[config.mk]
export PLATFORM = sky130hd
export DESIGN_NAME = rr_arb8
export DESIGN_NICKNAME = d
export VERILOG_FILES = /design/src/rtl/rr_arb8.sv
export SDC_FILE = /design/constraint.sdc
export NUM_CORES = 1
export LEC_CHECK = 0
export BUFFER_PORTS_ARGS = -buffer_cell sky130_fd_sc_hd__buf_2
export CAP_MARGIN = 20
export CORE_MARGIN = 2
export CORE_UTILIZATION = 47
export CTS_BUF_LIST = sky130_fd_sc_hd__clkbuf_2
export CTS_CLUSTER_SIZE = 25
export DETAILED_ROUTE_END_ITERATION = 7
export MAX_ROUTING_LAYER = met4
export PLACE_DENSITY = 0.67
export SYNTH_ARGS = -nofsm -noshare
export SYNTH_HDL_FRONTEND = slang
export SYNTH_SLANG_ARGS = --single-unit
[constraint.sdc]
create_clock -name clk -period 5.23 [get_ports clk]
set_input_delay 0.523 -clock clk [delete_from_list [all_inputs] [get_ports clk]]
set_output_delay 0.523 -clock clk [all_outputs]
set_load 0.01 [all_outputs]
[src/rtl/rr_arb8.sv]
// rr_arb8: 8-way round-robin arbiter with registered one-hot grant,
// optional hold-timeout revoke (compile with RR_ARB8_TIMEOUT_EN).
//
// Ports:
//   clk        in   1  rising-edge clock
//   rst_n      in   1  async active-low reset
//   req        in   8  level request vector, bit i = requester i
//   done       in   1  one-cycle release pulse from current owner
//   gnt        out  8  registered one-hot grant
//   gnt_idx    out  3  registered binary index of owner (0 when idle)
//   gnt_valid  out  1  high exactly when gnt is nonzero
//   timeout    out  1  one-cycle pulse on forced revoke (0 unless
//                      RR_ARB8_TIMEOUT_EN is defined)
//
// Parameter HOLD_MAX (1..255): grant cycles allowed per owner before
// the revoke; only meaningful with RR_ARB8_TIMEOUT_EN.

module rr_arb8 #(
  parameter int unsigned HOLD_MAX = 15
) (
  input  logic       clk,
  input  logic       rst_n,
  input  logic [7:0] req,
  input  logic       done,
  output logic [7:0] gnt,
  output logic [2:0] gnt_idx,
  output logic       gnt_valid,
  output logic       timeout
);

  if (HOLD_MAX < 1 || HOLD_MAX > 255) begin : g_bad_hold
    $error("rr_arb8: HOLD_MAX must be within 1..255");
  end

  typedef enum logic {
    IDLE  = 1'b0,
    GRANT = 1'b1
  } state_t;

  state_t     state_q, state_d;
  logic [2:0] ptr_q, ptr_d;
  logic [7:0] gnt_q, gnt_d;
  logic [2:0] idx_q, idx_d;
  logic       vld_q, vld_d;

  logic [3:0] pick;
  logic       rel;

  // Rotating priority: first set bit at or above p, wrapping 7->0.
  // Scanning offsets high-to-low lets the lowest offset win.
  function automatic logic [3:0] pick_rr(
    input logic [7:0] r,
    input logic [2:0] p
  );
    logic [3:0] res;
    logic [2:0] k;
    res = 4'd0;
    for (int i = 7; i >= 0; i--) begin
      k = p + 3'(i);
      if (r[k]) res = {1'b1, k};
    end
    return res;
  endfunction

  assign pick = pick_rr(req, ptr_q);

  // Dropping the request and pulsing done together is one release.
  assign rel = done | ~req[idx_q];

`ifdef RR_ARB8_TIMEOUT_EN
  localparam logic [7:0] HoldLim = 8'(HOLD_MAX - 1);

  logic [7:0] cnt_q, cnt_d;
  logic       to_q, to_d;
  logic       expired;

  // cnt_q counts completed grant cycles; this cycle is the last one
  // allowed once it reaches HOLD_MAX-1.
  assign expired = (cnt_q >= HoldLim);
`endif

  always_comb begin
    state_d = state_q;
    ptr_d   = ptr_q;
    gnt_d   = gnt_q;
    idx_d   = idx_q;
    vld_d   = vld_q;
`ifdef RR_ARB8_TIMEOUT_EN
    cnt_d   = cnt_q;
    to_d    = 1'b0;
`endif
    unique case (state_q)
      IDLE: begin
        if (pick[3]) begin
          state_d = GRANT;
          gnt_d   = 8'b0000_0001 << pick[2:0];
          idx_d   = pick[2:0];
          vld_d   = 1'b1;
`ifdef RR_ARB8_TIMEOUT_EN
          cnt_d   = 8'd0;
`endif
        end
      end
      GRANT: begin
        if (rel) begin
          state_d = IDLE;
          gnt_d   = 8'd0;
          idx_d   = 3'd0;
          vld_d   = 1'b0;
          ptr_d   = idx_q + 3'd1;
`ifdef RR_ARB8_TIMEOUT_EN
          cnt_d   = 8'd0;
        end else if (expired) begin
          state_d = IDLE;
          gnt_d   = 8'd0;
          idx_d   = 3'd0;
          vld_d   = 1'b0;
          ptr_d   = idx_q + 3'd1;
          cnt_d   = 8'd0;
          to_d    = 1'b1;
        end else begin
          cnt_d   = cnt_q + 8'd1;
`endif
        end
      end
      default: begin
        state_d = IDLE;
        gnt_d   = 8'd0;
        idx_d   = 3'd0;
        vld_d   = 1'b0;
      end
    endcase
  end

  always_ff @(posedge clk or negedge rst_n) begin
    if (!rst_n) begin
      state_q <= IDLE;
      ptr_q   <= 3'd0;
      gnt_q   <= 8'd0;
      idx_q   <= 3'd0;
      vld_q   <= 1'b0;
    end else begin
      state_q <= state_d;
      ptr_q   <= ptr_d;
      gnt_q   <= gnt_d;
      idx_q   <= idx_d;
      vld_q   <= vld_d;
    end
  end

`ifdef RR_ARB8_TIMEOUT_EN
  always_ff @(posedge clk or negedge rst_n) begin
    if (!rst_n) begin
      cnt_q <= 8'd0;
      to_q  <= 1'b0;
    end else begin
      cnt_q <= cnt_d;
      to_q  <= to_d;
    end
  end

  assign timeout = to_q;
`else
  assign timeout = 1'b0;
`endif

  assign gnt       = gnt_q;
  assign gnt_idx   = idx_q;
  assign gnt_valid = vld_q;

endmodule
After elaboration in Yosys (flattened, before gate mapping)

Cells that the tools add are included.

Muxes and demuxes: 38
Bitwise gates (word level): 3
Equality and inequality tests: 2
Shift operators: 1
$add $sub $neg: 8
Reductions and logical operators: 2
Order comparisons: 9

Operators with widths:

| cell                                                  | number |
|---|---|
| < comparator 3 x 4 -> 1 bit, second input constant    | 9 |
| two-way mux 4 bit                                     | 8 |
| binary-select mux 1 bit (select 3 bit)                | 9 |
| two-way mux 8 bit                                     | 2 |
| case mux 8 bit (2 select lines)                       | 1 |
| two-way mux 1 bit                                     | 13 |
| adder 3 bit, second input constant                    | 4 |
| << shifter 1 x 3 -> 8 bit, first input constant       | 1 |
| adder 3 x 1 -> 3 bit, second input constant           | 2 |
| adder 3 x 2 -> 3 bit, second input constant           | 2 |
| two-way mux 3 bit                                     | 2 |
| case mux 3 bit (2 select lines)                       | 1 |
| case mux 1 bit (2 select lines)                       | 2 |
| AND reduction 2 bit                                   | 2 |
| inequality test 2 x 1 -> 1 bit, second input constant | 1 |
| inequality test 2 bit, second input constant          | 1 |
| NOT 1 bit                                             | 2 |
| bitwise OR 1 bit                                      | 1 |

Logic and storage cells: 68
Output and inout bits: 13
Register bits: 16
Input port bits: 11

Longest topological paths before layout

Depth in word-level cells: 14
Mapped depth: 13
Gate-level depth less buffers: 9

Least setup slack after synthesis

OpenSTA, ideal clock, no wires.

Path type: reg-to-reg
Start point: register ptr_q[0]
End point: register gnt_q[5], in the netlist gnt[5]
Arrival time: 2.979 ns
Path slack: 2.129 ns
Buffers on the path: 4
Data required time: 5.108 ns
Cell stages (with the launch flop): 13
Clock period less this slack: 3.101 ns
Cells stage by stage: dfrtp_1 > buf_4 > buf_4 > inv_1 > ha_1 > clkbuf_1 > clkbuf_1 > mux4_2 > nand2_1 > a21oi_1 > o21a_1 > or3_1 > a32o_1

Longest elaborated chain between the ends: 14

Ends and longest elaborated chain:

| element                                 | line | RTL |
|---|---|---|
| start: declaration                      | 41   | `logic [2:0] ptr_q, ptr_d;` |
| start signal: assignment                | 144  | `ptr_q <= ptr_d;` |
| adder 3 bit                             | 59   | `k = p + 3'(i);` |
| binary-select mux 1 bit (select 3 bit)  | 60   | `if (r[k]) res = {1'b1, k};` |
| two-way mux 1 bit (not written as such) | 60   |  |
| two-way mux 4 bit (7 in a row)          | 60   |  |
| two-way mux 4 bit *                     | 60   |  |
| << shifter 1 x 3 -> 8 bit               | 96   | `gnt_d = 8'b0000_0001 << pick[2:0];` |
| two-way mux 8 bit                       | 94   | `if (pick[3]) begin` |
| case mux 8 bit (2 select lines)         | 92   | `unique case (state_q)` |
| end signal: assignment                  | 145  | `gnt_q <= gnt_d;` |
| end: declaration                        | 42   | `logic [7:0] gnt_q, gnt_d;` |

Every way passes the cells marked *; elsewhere a longest branch is shown, timed or not. The select of a mux whose other input is x is not followed.
A chain may end at the register's enable or synchronous reset.

Worst setup path after layout

Start point: register ptr_q[1]
End point: register gnt_q[3], in the netlist gnt[3]

The elaborated chain is that of the path after synthesis.

==> out/metrics.cfg <==
[grt]
grt_start_max_net_pins = 31
first_pass_grt_wire_length_um = 7750
number_of_global_route_vias_before_repair = 1561
grt_antenna_before_repair = 0
gr-total-overflow = 0
grt.total_usage_pct = 22.9

[routing]
detailroute.wirelength.met2_um = 2320
route.met3.wl_um = 280
antenna_violating_nets_post_route = 0
route.final.wire_length_um = 4840
drt-met1-wl_um = 2160
drt_first_iter_violations = 99
drc_violation_count_after_routing = 0
dr_total_vias = 1652
topRoutingLayerUsed = met4
first_pass_iters = 4
route.detailed.vias_per_inst = 6.72
route.detailed.wl_per_inst_um = 19.7

[cells_and_area]
mostFrequentLayoutCell = sky130_fd_sc_hd__buf_2
final_nets = 212
mostFrequentLayoutCells = sky130_fd_sc_hd__buf_2 (22), sky130_fd_sc_hd__mux4_2 (19), sky130_fd_sc_hd__mux2i_1 (18)
area_delta_synth_final_pct = 4.83
diodes = 0
drive_gt1_share_pct = 30.6

[clock_tree]
cts_buffer_depth = 2
worst_setup_hold_path_clk_slew_ns = 0.14
clk_root_buffer_cell = sky130_fd_sc_hd__clkbuf_2
post_cts.resized_instances = 0
cts_hold_buf = 0
postCtsSetupBuffers = 0
htreeDepth = 1
clk-insertion-delay-late_ns = 0.29
cts_tree = yes
cts_num_sinks = 16
cts_made_buffers = 3

[logic_synthesis]
netlist-cell-type-count = 48
ys_seq_area_share_pct = 20.6
synth_edf_count = 0
synth_top_area_share_pct = 22.0
yosys_most_used_dff = sky130_fd_sc_hd__dfrtp_1
synth_area_um2 = 1940
muxShareOfSynthArea_pct = 36.1
avgSynthCellArea_um2 = 10.2
synthSimpleGateAreaFrac_pct = 11.7
mappedNetlistNets = 204
synth_compound_area_share_pct = 19.7
netlist_top_cells_area = sky130_fd_sc_hd__mux4_2 (22%), sky130_fd_sc_hd__dfrtp_1 (21%), sky130_fd_sc_hd__mux2i_1 (9.3%)
gate_count_after_technology_mapping = 190
yosys.area.top_type = sky130_fd_sc_hd__mux4_2
yosysWarnings = 0
post_synth_xor_area_fraction_pct = 3.16
postSynthRegisterBits = 16
synth_top_family_by_area = multiplexers
async_flop_share_pct = 100
synth_fa_ha_area_share_pct = 1.93

[floorplanning]
floorplan.die.width_um = 68.3
initial_core_utilization_pct = 48.5
dieArea_um2 = 4660
core_region_area_um2 = 4000
num_rows = 23
die_height_um = 68.3
ios = 24

[worst_setup_path]
path_max_fanout = 19
cp.required_ns = 5.47
critical_path.endpoint_type = register
critical_path.startpoint_type = register
critical_path_at_ns = 4.05
crit_type = reg2reg

[timing]
timing.final.hold_violations = 0
setup_tns_ns = 0
grt_setup_unrepaired = no
skew_ns = 0.00368
setup_violations = 0
fin_hold_ws_ns = 0.110
max_freq_ghz = 0.263
worstMarginPinSlew_ns = 0.746
final-max-slew-violation-count = 0
fin_crit_ns = 3.81
slew_headroom_pct = 50.3
post-route-worst-setup-slack_ns = 1.42
final_min_period_over_clock_period_pct = 72.8

[placement]
detailed_place_hpwl_um = 3660
buffer_ports.inserted = 22
place_congestion = 1.06
place_ws_ns = 1.50

[status]
outcome = finished, final reports clean

[min_path]
worst_hold_path_type = in2async

[flow_run]
drv_cap = 0

## layout make-up
cell class / count / area, um2
multi-input cells: 147 / 1410
clock buffers: 3 / 15.0
repair buffers: 23 / 118
well taps: 50 / 62.6
flip-flops and latches: 16 / 400
fillers: 368 / 1960
inverters: 7 / 26.3
## worst max-delay path, stage by stage (launching register included)
cell and delay (ns):
sky130_fd_sc_hd__dfrtp_1 0.85, sky130_fd_sc_hd__inv_1 0.31, sky130_fd_sc_hd__ha_1 0.73, sky130_fd_sc_hd__inv_1 0.27, sky130_fd_sc_hd__nor2_1 0.17, sky130_fd_sc_hd__o221ai_1 0.15
sky130_fd_sc_hd__and2_1 0.22, sky130_fd_sc_hd__o31ai_4 0.42, sky130_fd_sc_hd__and2_1 0.42, sky130_fd_sc_hd__a22o_1 0.21
## kinds of logic (layout without fill, tap and decap cells)
| logic type | Yosys count | count (layout) |
|---|---|---|
| AO/OA/AOI/OAI | 46 | 46 |
| flip-flops | 16 | 16 |
| buffers and inverters | 27 | 33 |
| XOR/XNOR | 7 | 7 |
| multiplexers | 45 | 45 |
| AND/OR/NAND/NOR | 45 | 45 |
| adder cells (fa/ha/maj) | 3 | 3 |
| other | 1 | 1 |
## flip-flops by register name, indices dropped and copies added (netlist names)
| name | flops |
|---|---|
| gnt_idx | 3 |
| gnt_valid | 1 |
| state_q | 1 |
| gnt | 8 |
| ptr_q | 3 |
## per-layer routing
layer,vias up,GRT usage (%)
met4,0,5.00
met1,817,32.5
li1,748,-
met2,73,34.7
met5,-,-
met3,14,3.62
## per-stage QoR
step | cells | area (um2) | util (%)
after global placement | 243 | 2020 | 50.5
after detailed placement | 243 | 2020 | 50.5
after global routing | 246 | 2040 | 50.9
final | 246 | 2040 | 50.9
after CTS | 246 | 2040 | 50.9
after floorplan | 190 | 1940 | -
## synth_stat cells (all sizes together) (3+ instances only)
cell type and number:
xor2 4, nor2 13, dfrtp 16, ha 3
a22o 5, mux2i 18, nand2 12, nor3 7
a32o 4, inv 7, xnor2 3, clkbuf 10
o21ai 7, a21oi 9, buf 10, mux2 8
a22oi 3, mux4 19, and2 3
## final timing paths
| path | startpoint | endpoint | slack, ns | depth (start not counted) |
|---|---|---|---|---|
| worst min register to register | gnt[7] | gnt[7] | 0.51 | 1 |
| min in group clk | gnt[7] | gnt[7] | 0.51 | 1 |
| worst max register to register | ptr_q[1] | gnt[3] | 1.42 | 9 |
| max in group asynchronous | rst_n | ptr_q[2] | 4.87 | 1 |
| worst max-delay path | ptr_q[1] | gnt[3] | 1.42 | 9 |
| worst min-delay path | rst_n | gnt_idx[0] | 0.11 | 1 |
Power is not shown: default switching activity piles up to over one toggle a cycle in this logic, so the estimate is an artifact.
